`config.mk`:
```
export PLATFORM = sky130hd
export DESIGN_NAME = booth_seq_divider
export DESIGN_NICKNAME = d
export VERILOG_FILES = /design/src/rtl/booth_seq_divider_pkg.sv /design/src/rtl/booth_seq_divider_twos_abs.sv /design/src/rtl/booth_seq_divider.sv
export SDC_FILE = /design/constraint.sdc
export NUM_CORES = 1
export LEC_CHECK = 0
export ABC_AREA = 1
export CAP_MARGIN = 40
export CORE_UTILIZATION = 40
export CTS_CLUSTER_DIAMETER = 120
export CTS_CLUSTER_SIZE = 10
export DETAILED_ROUTE_END_ITERATION = 12
export SLEW_MARGIN = 0
export SYNTH_ARGS = -nofsm -noshare
export SYNTH_HDL_FRONTEND = slang
export SYNTH_SLANG_ARGS = --single-unit
```
`constraint.sdc`:
```
create_clock -name clk -period 2.3 [get_ports clk]
set_input_delay 0.575 -clock clk [delete_from_list [all_inputs] [get_ports clk]]
set_output_delay 0.575 -clock clk [all_outputs]
set_load 0.1 [all_outputs]
```
`src/rtl/booth_seq_divider_pkg.sv`:
```
// Shared definitions for the Booth arithmetic datapath: default operand width
// and the divider's FSM state encodings.
package booth_seq_divider_pkg;

  localparam int BOOTH_WIDTH = 8;

  localparam logic [1:0] ST_IDLE = 2'd0;
  localparam logic [1:0] ST_PREP = 2'd1;
  localparam logic [1:0] ST_DIV  = 2'd2;
  localparam logic [1:0] ST_FIX  = 2'd3;

endpackage

```
`src/rtl/booth_seq_divider_twos_abs.sv`:
```
// Combinational two's-complement magnitude with sign-out. The most negative
// input maps to 2^(N-1), which is still representable as an unsigned N-bit value.
module booth_twos_abs #(
  parameter int N = 8
) (
  input  logic [N-1:0] i_val,
  output logic [N-1:0] o_mag,
  output logic         o_neg
);

  assign o_neg = i_val[N-1];
  assign o_mag = o_neg ? -i_val : i_val;

endmodule

```
`src/rtl/booth_seq_divider.sv`:
```
// Sequential signed divider: restoring division on magnitudes, one quotient bit
// per clock, sign fix-up and range check at the end. Inverse of the Booth multiplier.
module booth_seq_divider
  import booth_seq_divider_pkg::*;
#(
  parameter int WIDTH = BOOTH_WIDTH
) (
  input  logic                 clk,
  input  logic                 rst,
  input  logic                 start,
  input  logic [2*WIDTH-1:0]   dividend,
  input  logic [WIDTH-1:0]     divisor,
  output logic                 busy,
  output logic                 done,
  output logic                 err,
  output logic [WIDTH-1:0]     quotient,
  output logic [WIDTH-1:0]     remainder
);

  localparam int CW = $clog2(WIDTH);
  localparam logic [WIDTH-1:0] Q_POS_LIM = {1'b0, {(WIDTH-1){1'b1}}};
  localparam logic [WIDTH-1:0] Q_NEG_LIM = {1'b1, {(WIDTH-1){1'b0}}};

  logic [1:0]           r_state;
  logic [CW-1:0]        r_cnt;
  logic [2*WIDTH-1:0]   r_dividend;
  logic [WIDTH-1:0]     r_divisor;
  logic                 r_neg_dvd;
  logic                 r_neg_q;
  logic                 r_err_pend;
  logic [WIDTH:0]       r_abs_dvs;
  logic [WIDTH:0]       r_p;
  logic [WIDTH-1:0]     r_q;
  logic                 r_done;
  logic                 r_err;
  logic [WIDTH-1:0]     r_quotient;
  logic [WIDTH-1:0]     r_remainder;

  logic [2*WIDTH-1:0]   w_abs_dvd;
  logic                 w_neg_dvd;
  logic [WIDTH-1:0]     w_abs_dvs;
  logic                 w_neg_dvs;
  logic [WIDTH+1:0]     w_shift;
  logic [WIDTH+1:0]     w_diff;
  logic                 w_q_ovf;
  logic                 w_err_fix;

  booth_twos_abs #(.N(2*WIDTH)) u_abs_dvd (
    .i_val (r_dividend),
    .o_mag (w_abs_dvd),
    .o_neg (w_neg_dvd)
  );

  booth_twos_abs #(.N(WIDTH)) u_abs_dvs (
    .i_val (r_divisor),
    .o_mag (w_abs_dvs),
    .o_neg (w_neg_dvs)
  );

  // With no pending error P < |divisor|, so the trial difference stays in signed
  // range and its top bit is a valid "went negative" flag.
  assign w_shift   = {r_p, r_q[WIDTH-1]};
  assign w_diff    = w_shift - {1'b0, r_abs_dvs};
  assign w_q_ovf   = r_neg_q ? (r_q > Q_NEG_LIM) : (r_q > Q_POS_LIM);
  assign w_err_fix = r_err_pend | w_q_ovf;

  always_ff @(posedge clk) begin
    if (rst) begin
      r_state     <= ST_IDLE;
      r_cnt       <= '0;
      r_dividend  <= '0;
      r_divisor   <= '0;
      r_neg_dvd   <= 1'b0;
      r_neg_q     <= 1'b0;
      r_err_pend  <= 1'b0;
      r_abs_dvs   <= '0;
      r_p         <= '0;
      r_q         <= '0;
      r_done      <= 1'b0;
      r_err       <= 1'b0;
      r_quotient  <= '0;
      r_remainder <= '0;
    end else begin
      r_done <= 1'b0;
      case (r_state)
        ST_IDLE: begin
          if (start) begin
            r_dividend <= dividend;
            r_divisor  <= divisor;
            r_state    <= ST_PREP;
          end
        end
        ST_PREP: begin
          r_neg_dvd  <= w_neg_dvd;
          r_neg_q    <= w_neg_dvd ^ w_neg_dvs;
          r_abs_dvs  <= {1'b0, w_abs_dvs};
          r_p        <= {1'b0, w_abs_dvd[2*WIDTH-1:WIDTH]};
          r_q        <= w_abs_dvd[WIDTH-1:0];
          // Upper half >= |divisor| means the quotient needs more than WIDTH bits.
          r_err_pend <= (r_divisor == '0) || (w_abs_dvd[2*WIDTH-1:WIDTH] >= w_abs_dvs);
          r_cnt      <= CW'(WIDTH-1);
          r_state    <= ST_DIV;
        end
        ST_DIV: begin
          if (!w_diff[WIDTH+1]) begin
            r_p <= w_diff[WIDTH:0];
            r_q <= {r_q[WIDTH-2:0], 1'b1};
          end else begin
            r_p <= w_shift[WIDTH:0];
            r_q <= {r_q[WIDTH-2:0], 1'b0};
          end
          if (r_cnt == '0) begin
            r_state <= ST_FIX;
          end else begin
            r_cnt <= r_cnt - CW'(1);
          end
        end
        ST_FIX: begin
          r_err       <= w_err_fix;
          r_quotient  <= w_err_fix ? '0 : (r_neg_q ? -r_q : r_q);
          r_remainder <= w_err_fix ? '0 : (r_neg_dvd ? -r_p[WIDTH-1:0] : r_p[WIDTH-1:0]);
          r_done      <= 1'b1;
          r_state     <= ST_IDLE;
        end
        default: r_state <= ST_IDLE;
      endcase
    end
  end

  assign busy      = (r_state != ST_IDLE);
  assign done      = r_done;
  assign err       = r_err;
  assign quotient  = r_quotient;
  assign remainder = r_remainder;

endmodule
```
## Word-level counts from Yosys, hierarchy flattened

Index checks and enable logic that the tools add are counted.
Widths: inputs -> output; s select.

| operators by class | value |
|---|---|
| $add $sub $neg | 6 |
| order comparisons | 3 |
| eq/ne operators | 6 |
| multiplexer cells | 17 |
| bitwise logic cells | 2 |
| reductions and logical operators | 9 |

Operators with widths:

| operator | number |
|---|---|
| $mux 8 | 5 |
| $neg 8->8 | 3 |
| $pmux 9 s2 | 1 |
| $mux 16 | 1 |
| $neg 16->16 | 1 |
| $pmux 8 s2 | 1 |
| $sub 10x8->10 | 1 |
| $mux 9 | 1 |
| $ge 8x8->1 | 1 |
| $gt 8x7->1 const B | 1 |
| $gt 8x8->1 const B | 1 |
| $logic_not 8->1 | 1 |
| $pmux 2 s4 | 1 |
| $ne 2x2->1 const B | 3 |
| $pmux 3 s2 | 1 |
| $reduce_and 2->1 | 3 |
| $eq 2x2->1 const B | 2 |
| $mux 2 | 2 |
| $reduce_bool 2->1 | 2 |
| $logic_not 3->1 | 1 |
| $mux 1 | 3 |
| $mux 3 | 1 |
| $sub 3x1->3 const B | 1 |
| $eq 2x1->1 const B | 1 |
| other kinds (4) | 4 |

| storage, ports and cells | value |
|---|---|
| bits in registers | 75 |
| input port bits | 27 |
| output and inout bits | 19 |
| word-level logic and storage cells | 57 |

## Logic depth before layout (Yosys ltp)

| logic depth | value |
|---|---|
| depth after elaboration | 4 |
| mapped depth | 16 |
| mapped depth without buffers | 16 |

## Modules after synthesis

From an unflattened synthesis, not the netlist that was laid out.

| second synthesis, totals | value |
|---|---|
| cells, all modules | 711 |
| area total of the unflattened synthesis | 4719.5 um^2 |

By module, submodules not included:

| module | instances | cells each | area each (um^2) | sequential area each (um^2) |
|---|---|---|---|---|
| booth_seq_divider | 1 | 576 | 4062.6 | 1501.4 |
| booth_twos_abs (u_abs_dvd) | 1 | 95 | 452.9 | 0.0 |
| booth_twos_abs (u_abs_dvs) | 1 | 40 | 203.9 | 0.0 |

## Worst setup path after synthesis

Ideal clock, no wire load.

| timing | value |
|---|---|
| path kind | flip-flop to flip-flop |
| from | register r_divisor[0] |
| to | register r_err_pend |
| setup time | 132 ps |
| arrival | 1850 ps |
| required time | 2168 ps |
| slack | 318 ps |
| stages on the path, launching flop included | 10 |
| path buffers | 0 |
| clock period less this slack | 1982 ps |
| path through | dfxtp_1 nor3_1 nand3_1 or4_1 ha_1 a21oi_1 o21a_1 nand3_1 o21ai_0 a21oi_1 |

| on the way | value |
|---|---|
| longest elaborated chain between the ends | 4 |
| elaborated cells on any way between the ends | 5 |
| those cells by class | 1 x add/sub; 1 x order compare; 1 x mux; 2 x reduce/logical |

RTL lines:

| what | line | text |
|---|---|---|
| start: declaration | booth_seq_divider.sv:27 | `logic [WIDTH-1:0] r_divisor;` |
| start signal: assignment | booth_seq_divider.sv:89 | `r_divisor <= divisor;` |
| $neg 8->8 | booth_seq_divider_twos_abs.sv:12 | `assign o_mag = o_neg ? -i_val : i_val;` |
| $mux 8 | booth_seq_divider_twos_abs.sv:12 |  |
| $ge 8x8->1 | booth_seq_divider.sv:100 | `r_err_pend <= (r_divisor == '0) \|\| (w_abs_dvd[2*WIDTH-1:WIDTH] >= w_abs_dvs);` |
| $logic_or 1x1->1 * | booth_seq_divider.sv:100 |  |
| end signal: assignment | booth_seq_divider.sv:100 |  |
| end: declaration | booth_seq_divider.sv:30 | `logic r_err_pend;` |

Mark *: on every way between the ends. The rest lies on a longest branch, timed or not.
A chain may end at the register's enable or synchronous reset.

## Final worst setup path

Ends and elaborated chain as after synthesis.

==> out/metrics.yaml <==
synth:
  ys_seq_area_share_pct: 32.9
  yosysMostFrequentCell: "nand2_1"
  ys_types: 41
  syn_inst: 664
  synth_mux_area_share_pct: 0
  synth_compound_gate_area_share_pct: 20.2
  synthXorXnorAreaFrac_pct: 4.22
  avgSynthCellArea_um2: 6.88
  yosys.area_share.adder_pct: 7.83
  yosysTopAreaCellShare_pct: 32.9
  netlist_top_cells_area: "dfxtp_1 (33%), nand2_1 (11%), a21oi_1 (8.5%), inv_1 (7.6%), ha_1 (7.4%)"
  synth_common_cells: "nand2_1 (139), inv_1 (93), a21oi_1 (78)"
  synth_top_cell_by_area: "dfxtp_1"
  yosys_register_bits: 75
  synth_top_family_by_area: "simple AND/OR/NAND/NOR gates"
  synth_fp_nets: 719
  synth-edff-count: 0
  async_reset_ff_share_pct: 0
  netlist_area_um2: 4570
  synth_flop_cell: "dfxtp_1"
  yosys.area_share.simple_pct: 24.2
  yosys_warnings: 0
placed_design:
  dp_cells: 833
  gp_congestion: 0.871
  io_buffers: 45
  pre_cts_slack_ps: 51.5
  place_hpwl_um: 8360
  post_dp_cell_area_um2: 5140
pwr:
  power.leakage_nw: 2.44
  p_per_area_nw_per_um2: 1530
  peakVddDrop_uv: 657
  power_mw: 8.37
floorplanning:
  initial_utilization_pct: 41.6
  rows: 38
  die-area_um2: 11900
  die_y_um: 109
  coreArea_um2: 11000
  fp.dieW_um: 109
  ios: 46
timing:
  hold_viol: 0
  setup_violations: 0
  slew_headroom_pct: 64.4
  min_period_over_period_pct: 93.1
  hold_slack_ps: 464
  final.min_clock_period_ps: 2140
  slew_viol_final: 0
  setup-tns-final_ps: 0
  fin_skew_ps: 7.70
  fmax_mhz: 467
  finalWorstSetupSlack_ps: 160
  tightest_slew_ps: 531
critical_path:
  critPathCaptureType: "register"
  crit_arrival_ps: 2360
  cp.required_ps: 2520
  path_class: "register to register"
  r2r_start: "r_divisor[0]$_SDFFE_PP0P_"
  ff2ff_path_depth: 9
  critPathLaunch: "r_divisor[0]$_SDFFE_PP0P_"
  cp-start-kind: "register"
  cp_max_fo: 3
drt:
  firstDrtPassIters: 4
  routed_wl_um: 11200
  ant_nets: 0
  num_vias: 4254
  vias_per_cell: 5.00
  route.detailed.drc: 0
  routedWlPerCell_um: 13.1
  drtIter0Drc: 205
global_route:
  antenna_found_initial: 0
  track_usage_pct: 20.6
  grt_pass1_vias: 3907
  overflow: 0
  grt_pass1_wl_um: 18700
  grt_max_degree: 49
final_layout:
  n_fill_cell: 1128
  num_antenna_cells: 0
  design_area_um2: 5480
  seq_area_um2: 1500
  fin_util_pct: 49.9
  drive_gt1_share_pct: 11.5
  nets: 760
  multi_input_area_um2: 2620
  area_growth_pct: 19.9
  fin_cells: 850
clock_tree:
  cts_buffers: 9
  clockRootBuffer: "clkbuf_16"
  clk_latency_ps: 350
  cts.sinks: 75
  cts_tree: "built"
  clock_path_buffers: 2
  clk_pin_slew_ps: 60
  cts_max_level: 3
run_status:
  status: "complete, no violations"
min_path:
  whs_path_depth: 2
  hold_class: "register to register"
  holdCritStartpoint: "quotient[5]$_SDFFE_PP0P_"
flow_run:
  maxCapViolations: 0
routing by layer:
metal	track usage, %	routed length [um]
met5	0	0
met4	7.24	157
met3	4.54	511
met2	32.1	4940
met1	27.9	5550
cell type report:
cell class | instances | share of cell area, %
clock inverters | 5 | 0.959
repair buffers | 57 | 9.45
multi-input cells | 463 | 47.8
clock buffers | 11 | 4.43
well taps | 140 | 3.20
flip-flops and latches | 75 | 27.4
inverters | 99 | 6.78
state kept, by name, indices dropped and copies added, names as in the netlist:
name	count
r_neg_dvd	1
r_dividend	16
err	1
done	1
quotient	8
r_state	2
r_p	9
remainder	8
r_divisor	8
r_abs_dvs	8
r_err_pend	1
r_q	8
r_neg_q	1
r_cnt	3
power breakdown:
part	internal [mW]	total (mW)	switching (mW)
registers	1.68	2.00	0.321
logic	1.74	4.97	3.23
clock network	0.863	1.40	0.539
cell families (layout without fill, tap and decap cells):
group | count (synthesis) | after routing
AO/OA/AOI/OAI | 164 | 164
XOR/XNOR | 22 | 22
flip-flops | 75 | 75
buffers and inverters | 126 | 172
adder cells (fa/ha/maj) | 28 | 28
AND/OR/NAND/NOR | 249 | 249
path summary, 6_finish.rpt:
path | slack (ps) | to
worst max-delay path | 160 | r_err_pend$_SDFFE_PP0P_
worst min-delay path | 460 | quotient[5]$_SDFFE_PP0P_
worst max register to register | 160 | r_err_pend$_SDFFE_PP0P_
worst min register to register | 460 | quotient[5]$_SDFFE_PP0P_
timing repair:
item,in CTS,in global routing
endpoints found under the setup margin,0,1
buffers inserted,0,1
resized for setup,0,12
hold buffers,0,0
layout by cell type (no fill, tap or decap), drive strengths merged, types with 4 or more instances in the layout:
cell type | Yosys | final
a21oi | 87 | 87
buf | 11 | 31
clkbuf | 16 | 11
clkdlybuf4s50 | 0 | 26
clkinv | 1 | 4
dfxtp | 75 | 75
ha | 27 | 27
inv | 98 | 98
nand2 | 142 | 142
nand3 | 54 | 54
nand4 | 9 | 9
nor2 | 33 | 33
nor3 | 5 | 5
o211ai | 7 | 7
o21ai | 59 | 59
xor2 | 20 | 20
worst max-delay path: stages (launching register included):
cell and delay [ps]:
dfxtp_1 330, nor3_2 210, nand3_1 120, or4_4 450
ha_1 320, a21oi_1 180, o21a_1 140, nand3_1 70
o21ai_1 130, a21oi_1 70
(Power assumes the default switching activity.)
